`config.mk`:
```
export PLATFORM = sky130hd
export DESIGN_NAME = sc_regshf_autoshift
export DESIGN_NICKNAME = d
export VERILOG_FILES = /design/src/rtl/sc_regshf_autoshift.sv
export SDC_FILE = /design/constraint.sdc
export NUM_CORES = 1
export LEC_CHECK = 0
export ABC_AREA = 0
export CAP_MARGIN = 20
export CORE_UTILIZATION = 51
export DETAILED_ROUTE_END_ITERATION = 16
export HOLD_SLACK_MARGIN = 0.15
export PLACE_DENSITY = 0.93
export SYNTH_ARGS = -nofsm -noshare
export SYNTH_HDL_FRONTEND = slang
export SYNTH_SLANG_ARGS = --single-unit
```
`constraint.sdc`:
```
create_clock -name SC_RegSHF_CLOCK_50 -period 4.1 [get_ports SC_RegSHF_CLOCK_50]
set_input_delay 0.82 -clock SC_RegSHF_CLOCK_50 [delete_from_list [all_inputs] [get_ports SC_RegSHF_CLOCK_50]]
set_output_delay 0.82 -clock SC_RegSHF_CLOCK_50 [all_outputs]
set_load 0.01 [all_outputs]
```
`src/rtl/sc_regshf_autoshift.sv`:
```
// Loadable W-bit rotate/shift register with a multi-step command engine.
// A start pulse runs N single-bit steps spaced P+1 cycles apart, then pulses done.
module sc_regshf_autoshift #(
   parameter int RegSHF_DATAWIDTH = 8,
   parameter int RegSHF_STEPWIDTH = 3,
   parameter int RegSHF_TICKWIDTH = 4,
   parameter logic [RegSHF_DATAWIDTH-1:0] DATA_FIXED_INITREGPOINT = '0
) (
   input  logic                        SC_RegSHF_CLOCK_50,
   input  logic                        SC_RegSHF_RESET_InHigh,
   input  logic                        SC_RegSHF_clear_InLow,
   input  logic                        SC_RegSHF_load0_InLow,
   input  logic                        SC_RegSHF_load1_InLow,
   input  logic [RegSHF_DATAWIDTH-1:0] SC_RegSHF_data0_InBUS,
   input  logic [RegSHF_DATAWIDTH-1:0] SC_RegSHF_data1_InBUS,
   input  logic [1:0]                  SC_RegSHF_mode_In,
   input  logic                        SC_RegSHF_serial_In,
   input  logic [RegSHF_STEPWIDTH-1:0] SC_RegSHF_steps_In,
   input  logic [RegSHF_TICKWIDTH-1:0] SC_RegSHF_period_In,
   input  logic                        SC_RegSHF_start_InLow,
   input  logic                        SC_RegSHF_abort_InLow,
   output logic [RegSHF_DATAWIDTH-1:0] SC_RegSHF_data_OutBUS,
   output logic                        SC_RegSHF_busy_Out,
   output logic                        SC_RegSHF_done_Out,
   output logic                        SC_RegSHF_serial_Out,
   output logic                        SC_RegSHF_zero_Out
);

   localparam int W = RegSHF_DATAWIDTH;
   localparam logic [RegSHF_STEPWIDTH-1:0] STEP_ONE = 1;
   localparam logic [RegSHF_TICKWIDTH-1:0] TICK_ONE = 1;

   typedef enum logic [1:0] {
      ST_IDLE = 2'd0,
      ST_RUN  = 2'd1,
      ST_DONE = 2'd2
   } state_t;

   state_t                      state_q, state_d;
   logic [W-1:0]                data_q, data_d;
   logic                        serial_q, serial_d;
   logic [1:0]                  mode_q, mode_d;
   logic [RegSHF_TICKWIDTH-1:0] period_q, period_d;
   logic [RegSHF_TICKWIDTH-1:0] tick_q, tick_d;
   logic [RegSHF_STEPWIDTH-1:0] step_q, step_d;

   logic [W-1:0] shl_val;
   logic [W-1:0] shr_val;
   logic [W-1:0] step_val;
   logic         step_bit;

   // mode[1] selects serial fill instead of wrap-around; mode[0] selects right.
   assign shl_val[0]   = mode_q[1] ? SC_RegSHF_serial_In : data_q[W-1];
   assign shr_val[W-1] = mode_q[1] ? SC_RegSHF_serial_In : data_q[0];

   genvar gi;
   generate
      for (gi = 1; gi < W; gi++) begin : g_shift
         assign shl_val[gi]   = data_q[gi-1];
         assign shr_val[gi-1] = data_q[gi];
      end
   endgenerate

   assign step_val = mode_q[0] ? shr_val : shl_val;
   assign step_bit = mode_q[0] ? data_q[0] : data_q[W-1];

   always_comb begin
      state_d  = state_q;
      data_d   = data_q;
      serial_d = serial_q;
      mode_d   = mode_q;
      period_d = period_q;
      tick_d   = tick_q;
      step_d   = step_q;

      if (!SC_RegSHF_clear_InLow || !SC_RegSHF_load0_InLow || !SC_RegSHF_load1_InLow) begin
         if (!SC_RegSHF_clear_InLow) begin
            data_d = DATA_FIXED_INITREGPOINT;
         end else if (!SC_RegSHF_load0_InLow) begin
            data_d = SC_RegSHF_data0_InBUS;
         end else begin
            data_d = SC_RegSHF_data1_InBUS;
         end
         state_d = ST_IDLE;
         tick_d  = '0;
         step_d  = '0;
      end else begin
         case (state_q)
            ST_IDLE: begin
               if (!SC_RegSHF_start_InLow) begin
                  mode_d   = SC_RegSHF_mode_In;
                  period_d = SC_RegSHF_period_In;
                  if (SC_RegSHF_steps_In == '0) begin
                     state_d = ST_DONE;
                  end else begin
                     state_d = ST_RUN;
                     tick_d  = SC_RegSHF_period_In;
                     step_d  = SC_RegSHF_steps_In;
                  end
               end
            end
            ST_RUN: begin
               if (!SC_RegSHF_abort_InLow) begin
                  state_d = ST_IDLE;
                  tick_d  = '0;
                  step_d  = '0;
               end else if (tick_q == '0) begin
                  data_d   = step_val;
                  serial_d = step_bit;
                  if (step_q == STEP_ONE) begin
                     state_d = ST_DONE;
                     tick_d  = '0;
                     step_d  = '0;
                  end else begin
                     step_d = step_q - STEP_ONE;
                     tick_d = period_q;
                  end
               end else begin
                  tick_d = tick_q - TICK_ONE;
               end
            end
            ST_DONE: begin
               state_d = ST_IDLE;
            end
            default: begin
               state_d = ST_IDLE;
               tick_d  = '0;
               step_d  = '0;
            end
         endcase
      end
   end

   always_ff @(posedge SC_RegSHF_CLOCK_50) begin
      if (SC_RegSHF_RESET_InHigh) begin
         state_q  <= ST_IDLE;
         data_q   <= '0;
         serial_q <= 1'b0;
         mode_q   <= '0;
         period_q <= '0;
         tick_q   <= '0;
         step_q   <= '0;
      end else begin
         state_q  <= state_d;
         data_q   <= data_d;
         serial_q <= serial_d;
         mode_q   <= mode_d;
         period_q <= period_d;
         tick_q   <= tick_d;
         step_q   <= step_d;
      end
   end

   assign SC_RegSHF_data_OutBUS = data_q;
   assign SC_RegSHF_busy_Out    = (state_q == ST_RUN);
   assign SC_RegSHF_done_Out    = (state_q == ST_DONE);
   assign SC_RegSHF_serial_Out  = serial_q;
   assign SC_RegSHF_zero_Out    = (data_q == '0);

endmodule

```
* Word level (Yosys, flattened, before mapping) *
Cells that the tools add are included.

storage, ports and cells
  memories kept = 0
  bits in registers = 24
  memory bits (writable) = 0
  latch bits = 0
  bits of input ports = 33
  bits in read-only memories = 0

operators by class
  equal/unequal tests = 7
  $add $sub $neg = 2
  reductions and logical operators = 19
  bitwise logic cells = 3
  $mul = 0
  shift-type cells = 0
  divide/modulo/power cells = 0
  multiplexer cells = 28
  $lt $le $gt $ge = 0

operators by type and width
  cell                                                   count
  2-to-1 mux 8 bit                                       7
  2-to-1 mux 4 bit                                       5
  2-to-1 mux 3 bit                                       5
  one-hot mux 4 bit (3 select lines)                     1
  AND reduction 3 bit                                    4
  2-to-1 mux 2 bit                                       5
  one-hot mux 3 bit (3 select lines)                     1
  zero test 8 bit                                        1
  AND reduction 4 bit                                    2
  inequality test 3 x 2 -> 1 bit, second input constant  2
  nonzero test 2 bit                                     3
  zero test 4 bit                                        1
  inequality test 2 bit, second input constant           2
  one-hot mux 2 bit (2 select lines)                     1
  subtractor 4 x 1 -> 4 bit, second input constant       1
  equality test 3 x 1 -> 1 bit, second input constant    1
  zero test 1 bit                                        3
  zero test 3 bit                                        1
  2-to-1 mux 1 bit                                       3
  inverter 1 bit                                         3
  subtractor 3 x 1 -> 3 bit, second input constant       1
  equality test 2 x 1 -> 1 bit, second input constant    1
  equality test 2 bit, second input constant             1
  zero test 2 bit                                        1
  other kinds (2)                                        3

* Depth between registers and ports, before layout *
Gate-level depths: netlist of run 1.

  depth after elaboration = 6
  mapped depth = 7
  mapped depth without buffers = 6

* Worst setup path after synthesis of run 1 *
No wires, ideal clock.

  kind = input port to flip-flop
  start = in SC_RegSHF_load0_InLow
  end = reg state_q[1]
  stages on the path = 5
  data required time = 4.030 ns
  slack = 2.175 ns
  setup time = 0.070 ns
  data arrival time = 1.856 ns
  cells stage by stage = buf_4 -> and3_1 -> nand2b_1 -> or4_1 -> a21oi_1

between the ends
  word-level cells in the longest chain between the ends = 4

RTL lines
  item                                 RTL line  RTL
  start: declaration                   12        input logic SC_RegSHF_load0_InLow,
  zero test 1 bit                      -
  logical OR 1 bit (2 in a row)        76        if (!SC_RegSHF_clear_InLow || !SC_RegSHF_load0_InLow || !SC_RegSHF_load1_InLow) begin
  OR reduction 2 bit (no source line)  -
  end signal: assignment               144       state_q <= state_d;
  end: declaration                     39        state_t state_q, state_d;

Every way passes these cells.
A chain may end at the register's enable or synchronous reset.

* Worst setup path after layout of run 1 *
  start = reg data_q[3], in the netlist SC_RegSHF_data_OutBUS[3]
  end = out SC_RegSHF_zero_Out

between the ends
  word-level cells in the longest chain between the ends = 1

RTL lines
  item                      RTL line  RTL
  start: declaration        40        logic [W-1:0] data_q, data_d;
  start signal: assignment  145       data_q <= data_d;
  zero test 8 bit           158       assign SC_RegSHF_zero_Out = (data_q == '0);
  end: declaration          26        output logic SC_RegSHF_zero_Out

Every way passes these cells.

==> results of run 1 <==
==> layout by cell type, fill, tap and decap left out, types with 2 or more instances in the layout <==
cell type,n
a211oi_1,2
a21oi_1,25
a221oi_1,2
and2_1,2
clkbuf_4,3
clkdlybuf4s50_1,44
dfxtp_1,24
ha_1,4
inv_1,5
mux2_2,2
mux2i_1,14
nand2_1,9
nand2b_1,4
nand3b_1,2
nor2_1,15
nor2b_1,13
nor3_1,9
nor4b_2,2
o21ai_0,2
o21ai_1,2
o22ai_1,6
o31ai_1,3
or3_1,4
or4_1,4
==> cells by family after synthesis <==
family	Yosys count
DFF	24
buffers and inverters	15
and+or+nand+nor	74
xor gates and xnor gates	2
AOI/OAI and AO/OA	51
muxes	16
adders and majority gates	4
==> worst max-delay path: stages (launching register included) <==
cell and delay, ns:
dfxtp_1 0.39, or4_1 0.52, nor2_1 0.11, clkdlybuf4s50_1 0.53
==> power by group through the flow <==
stage,combinational (mW),sequential (mW),clock [mW]
3_3_place_gp,0.0963,0.252,0
3_5_place_dp,0.0976,0.252,0
5_1_grt,0.107,0.248,0.184
6_report,0.0984,0.247,0.176
4_1_cts,0.0980,0.247,0.175
2_1_floorplan,0.0470,0.251,0
==> metrics by stage <==
stage / hold slack, ns / setup WS, ns
2_1_floorplan: 0.436 / 2.17
3_3_place_gp: 0.444 / 1.30
3_5_place_dp: 0.449 / 1.25
4_1_cts: 0.467 / 1.40
5_1_grt: 0.498 / 1.32
6_report: 0.464 / 1.40
==> sequential cells by signal, summed over array words and instances, names as in the netlist <==
name and count:
period_q 4, SC_RegSHF_data_OutBUS 8, SC_RegSHF_serial_Out 1, state_q 2, step_q 3, tick_q 4, mode_q 2
==> cell usage after synthesis (all sizes together) (2+ instances only) <==
cell	number
clkbuf	4
a21oi	25
mux2i	14
nand3b	2
nor2b	13
mux2	2
ha	4
dfxtp	24
a211oi	2
nor4b	3
nand2b	4
o21ai	4
nor3	9
o31ai	3
inv	5
o22ai	6
nor3b	2
or4	4
or3b	2
nand2	9
buf	6
a221oi	2
and2	2
nor2	15
or3	4
==> cell type report <==
class | instances | area (um^2)
Multi-Input combinational cell | 147 | 980
Fill cell | 220 | 795
Sequential cell | 24 | 480
Timing Repair Buffer | 44 | 440
Tap cell | 31 | 38.8
Clock inverter | 1 | 30.0
Clock buffer | 3 | 22.5
Inverter | 5 | 18.8
==> routing by layer <==
layer / GRT usage [%] / part of all wire, %
met5: 0 / 0
met3: 3.23 / 7.5
met1: 31.8 / 45
met4: 10.5 / 1.3
met2: 38.8 / 46
==> worst max path at each step <==
stage / from / endpoint / slack (ns) / depth (start not counted)
after floorplan: SC_RegSHF_load0_InLow / state_q[1] / 2.17 / 5
after global placement: SC_RegSHF_load0_InLow / state_q[1] / 1.30 / 5
after detailed placement: SC_RegSHF_load0_InLow / state_q[1] / 1.25 / 5
after CTS: SC_RegSHF_data_OutBUS[3] / SC_RegSHF_zero_Out / 1.40 / 3
after global routing: SC_RegSHF_data_OutBUS[3] / SC_RegSHF_zero_Out / 1.32 / 3
final: SC_RegSHF_data_OutBUS[3] / SC_RegSHF_zero_Out / 1.40 / 3
==> impl_metrics.ini, run 1 <==
[synth]
synth-compound-area-share_pct = 20.4
synth_edf_count = 0
synth_xor_area_share_pct = 1.14
syn_inst = 186
yosys.area.top_type = dfxtp_1
ys.flop_type = dfxtp_1
synthMuxAreaShare_pct = 10.6
synth_fp_nets = 223
synth.top_cell.area_share_pct = 31.3
yosys_register_bits = 24
synth_adder_area_share_pct = 3.27
synth-simple-area-share_pct = 28.5
synth-seq-area-share_pct = 31.3
synth_top_family_by_area = simple AND/OR/NAND/NOR gates
syn-cell-area_um2 = 1530
ys_async_sr_fraction_pct = 0
ys_warn_count = 0
synth.distinct_cells = 47
synth.avg_cell_area_um2 = 8.24
ys_top_cells_by_area = dfxtp_1, mux2i_1, a21oi_1

[setup_path]
cp-end-kind = primary output
cp-start-kind = flop
path_class = flop to primary output
cp_max_fo = 5
timing.rr.start = tick_q[0]
cp.required_ns = 3.28
arrival_ns = 1.88
ff2ff_path_depth = 6
rr_endpoint = SC_RegSHF_serial_Out
ff2ff_setup_slack_ns = 2.10

[clock_tree]
cts-hold-fix-buffers = 0
clockBufferDepth = 2
cts_root_buf = clkbuf_4
cts_resized = 0
clkTransAtPathRegs_ns = 0.15
cts_htree_levels = 1
clk_latency_ns = 0.33
cts_tree = yes
postCtsSetupRepairBufs = 0
cts_sinks = 24
cts_made_buffers = 3

[floorplan]
die_h_um = 56.8
rows = 19
io_pins = 45
dieArea_um2 = 3230
core_area_um2 = 2810
die_w_um = 56.8
start_util_pct = 54.6

[pwr]
p_leak_nw = 0.706
power.share.clock_pct = 33.8
power.switching_mw = 0.125
p_sw_share_pct = 23.9
p_per_area_nw_per_um2 = 259
combPwrFrac_pct = 18.9
power_mw = 0.521
p_int_mw = 0.397
vdd_drop_max_v = 0.000173
seqPwrFrac_pct = 47.4

[global_routing]
grt_pass1_wl_um = 6090
grt_overflow = 0
antenna_found_initial = 0
grt_start_max_net_pins = 17
grt_pass1_vias = 1380
grt_usage_pct = 24.0

[layout]
drive_above_1_share_pct = 5.36
fin_util_pct = 71.7
nets = 262
fin_cells = 255
area_delta_synth_final_pct = 31.2
fin_area_um2 = 2010
n_antenna_cell = 0

[timing]
maxSlewViolCount = 0
worstMarginPinSlew_ns = 0.632
fin_crit_sh_pct = 66.0
grt_setup_unrepaired = no
slew_headroom_pct = 57.5
skew_ns = 0.0164
min_period_ns = 2.70
hold_viol_final = 0
final.setup.tns_ns = 0
fmax_mhz = 370
finalSetupViolations = 0

[placement]
port_buffers = 44
place_inst = 251
gp_congestion = 0.853
place_hpwl_um = 2720
placed_cell_area_um2 = 1960

[run_status]
status = complete, but fails checks
violations = design-rule violations

[min_path]
hold_path_end = step_q[1]
min_path_cells = 2
min_from = step_q[1]
hp-class = flop to flop

[detailed_routing]
final_antenna_net_count = 0
routed_wl_um = 3660
vias = 1527
wl_per_cell_um = 14.3
vias_per_cell = 5.99
drc_errors = 2
drt_pass1_iterations = 10
drtIter0Drc = 53

[job]
cap_violations = 0
Power figures use the tool's default switching activity.
==> inputs of run 2 (changes only) <==
CORE_UTILIZATION = 42   (was 51)
PLACE_DENSITY = 0.83   (was 0.93)
clock period = 2.35 ns   (was 4.1 ns; I/O delays follow)
==> impl_metrics.ini, run 2 (synthesized netlist as in run 1, its figures left out) <==
[floorplan]
start_util_pct = 44.9
die_h_um = 62.4
die_w_um = 62.4
io_pins = 45
rows = 21
dieArea_um2 = 3900
core_area_um2 = 3420

[placement]
place_inst = 273
place_hpwl_um = 2800
gp_congestion = 0.855
port_buffers = 44

[layout]
final_common_cell = clkdlybuf4s50_1
final_cell_mix = clkdlybuf4s50_1, a21oi_1, dfxtp_1, nor2_1, mux2i_1
fin_cells = 277
drive_above_1_share_pct = 8.66
fillers = 314
n_antenna_cell = 0
area_delta_synth_final_pct = 35.8
multi_input_area_um2 = 980
largest_reg_flops = 8
nets = 269
seq_area_um2 = 482

[global_routing]
grt_start_max_net_pins = 17
grt_pass1_wl_um = 6440
grt_pass1_vias = 1483
antenna_found_initial = 0
grt_usage_pct = 20.2
grt_overflow = 0

[setup_path]
cp-end-kind = primary output
path_class = flop to primary output
ff2ff_setup_slack_ns = 0.38
timing.rr.start = tick_q[0]
arrival_ns = 1.66
cp_max_fo = 5
cp.required_ns = 1.88
cp-start-kind = flop
crit_start = SC_RegSHF_data_OutBUS[3]

[pwr]
power.switching_mw = 0.216
seqPwrFrac_pct = 47.1
p_per_area_nw_per_um2 = 438
p_sw_share_pct = 23.7
power.share.clock_pct = 33.5
p_int_mw = 0.696
combPwrFrac_pct = 19.4
vdd_drop_max_v = 0.000219
p_leak_nw = 0.740

[clock_tree]
cts-hold-fix-buffers = 0
cts_htree_levels = 1
cts_tree = yes
postCtsSetupRepairBufs = 0
clk_latency_ns = 0.32
cts_sinks = 24
cts_root_buf = clkbuf_4
clockBufferDepth = 2
clkTransAtPathRegs_ns = 0.14
cts_made_buffers = 3

[detailed_routing]
routed_wl_um = 3690
wl_per_cell_um = 13.3
drt_pass1_iterations = 4
drc_errors = 0
vias = 1510
vias_per_cell = 5.45
final_antenna_net_count = 0
drtIter0Drc = 99

[timing]
fin_crit_sh_pct = 90.5
maxSlewViolCount = 0
worstMarginPinSlew_ns = 0.657
finalSetupViolations = 0
skew_ns = 0.00187
final.setup.tns_ns = 0
fmax_mhz = 470
min_period_ns = 2.13
grt_setup_unrepaired = no
slew_headroom_pct = 55.9
hold_viol_final = 0

[run_status]
status = finished, final reports clean

[job]
cap_violations = 0

[min_path]
min_from = step_q[1]
hp-class = flop to flop
## run 2: cell count changes in the layout (fill, tap and decap cells not counted), sizes merged
| cell | before | now |
|---|---|---|
| clkdlybuf4s50 | 44 | 43 |
| buf | 0 | 7 |
| dlygate4sd2 | 0 | 1 |
## run 2: critical path, stage by stage, from the launching register on
cell,delay (ns)
dfxtp_1,0.37
or4_1,0.54
nor2_1,0.15
dlygate4sd2_1,0.28
## run 2: final cells by class
cell class                      count  area share [%]
Clock buffer                        3            1.08
Clock inverter                      1            1.44
Inverter                            5           0.901
Multi-Input combinational cell    147            47.1
Sequential cell                    24            23.1
Tap cell                           46            2.76
Timing Repair Buffer               51            23.6
## run 2: per-layer routing
| layer | up-vias | share of wire, % | GRT usage [%] |
|---|---|---|---|
| li1 | 774 | - | - |
| met3 | 4 | 6.0 | 4.01 |
| met2 | 52 | 47 | 33.8 |
| met1 | 680 | 46 | 26.0 |
| met4 | 0 | 0.89 | 6.10 |
| met5 | - | 0 | 0 |
## run 2: path summary, 6_finish.rpt
path | to | depth (start not counted)
setup / recovery | SC_RegSHF_zero_Out | 3
hold / removal | step_q[1] | 2
setup reg to reg | tick_q[0] | 6
hold reg to reg | step_q[1] | 2
## run 2: through the flow
stage	power, mW	utilization [%]	setup WS, ns	instance area (um^2)	hold slack, ns
after global routing	0.947	61.0	0.146	2080	0.511
after detailed placement	0.617	59.4	0.253	2030	0.449
after CTS	0.915	61.0	0.221	2080	0.468
after floorplan	0.519	-	0.745	1530	0.436
final	0.913	61.0	0.222	2080	0.470
after global placement	0.614	59.4	0.323	2030	0.444
## run 2: power groups by stage
stage,Sequential (mW),Clock (mW),Combinational (mW)
2_1_floorplan,0.437,0,0.0820
3_3_place_gp,0.438,0,0.176
3_5_place_dp,0.438,0,0.179
4_1_cts,0.430,0.308,0.178
5_1_grt,0.432,0.321,0.195
6_report,0.430,0.305,0.177
## run 2: what timing repair did
action                                 4_1_cts  5_1_grt
resized for setup                            2        0
setup endpoints to repair                    1        0
endpoints found under the hold margin        0        0
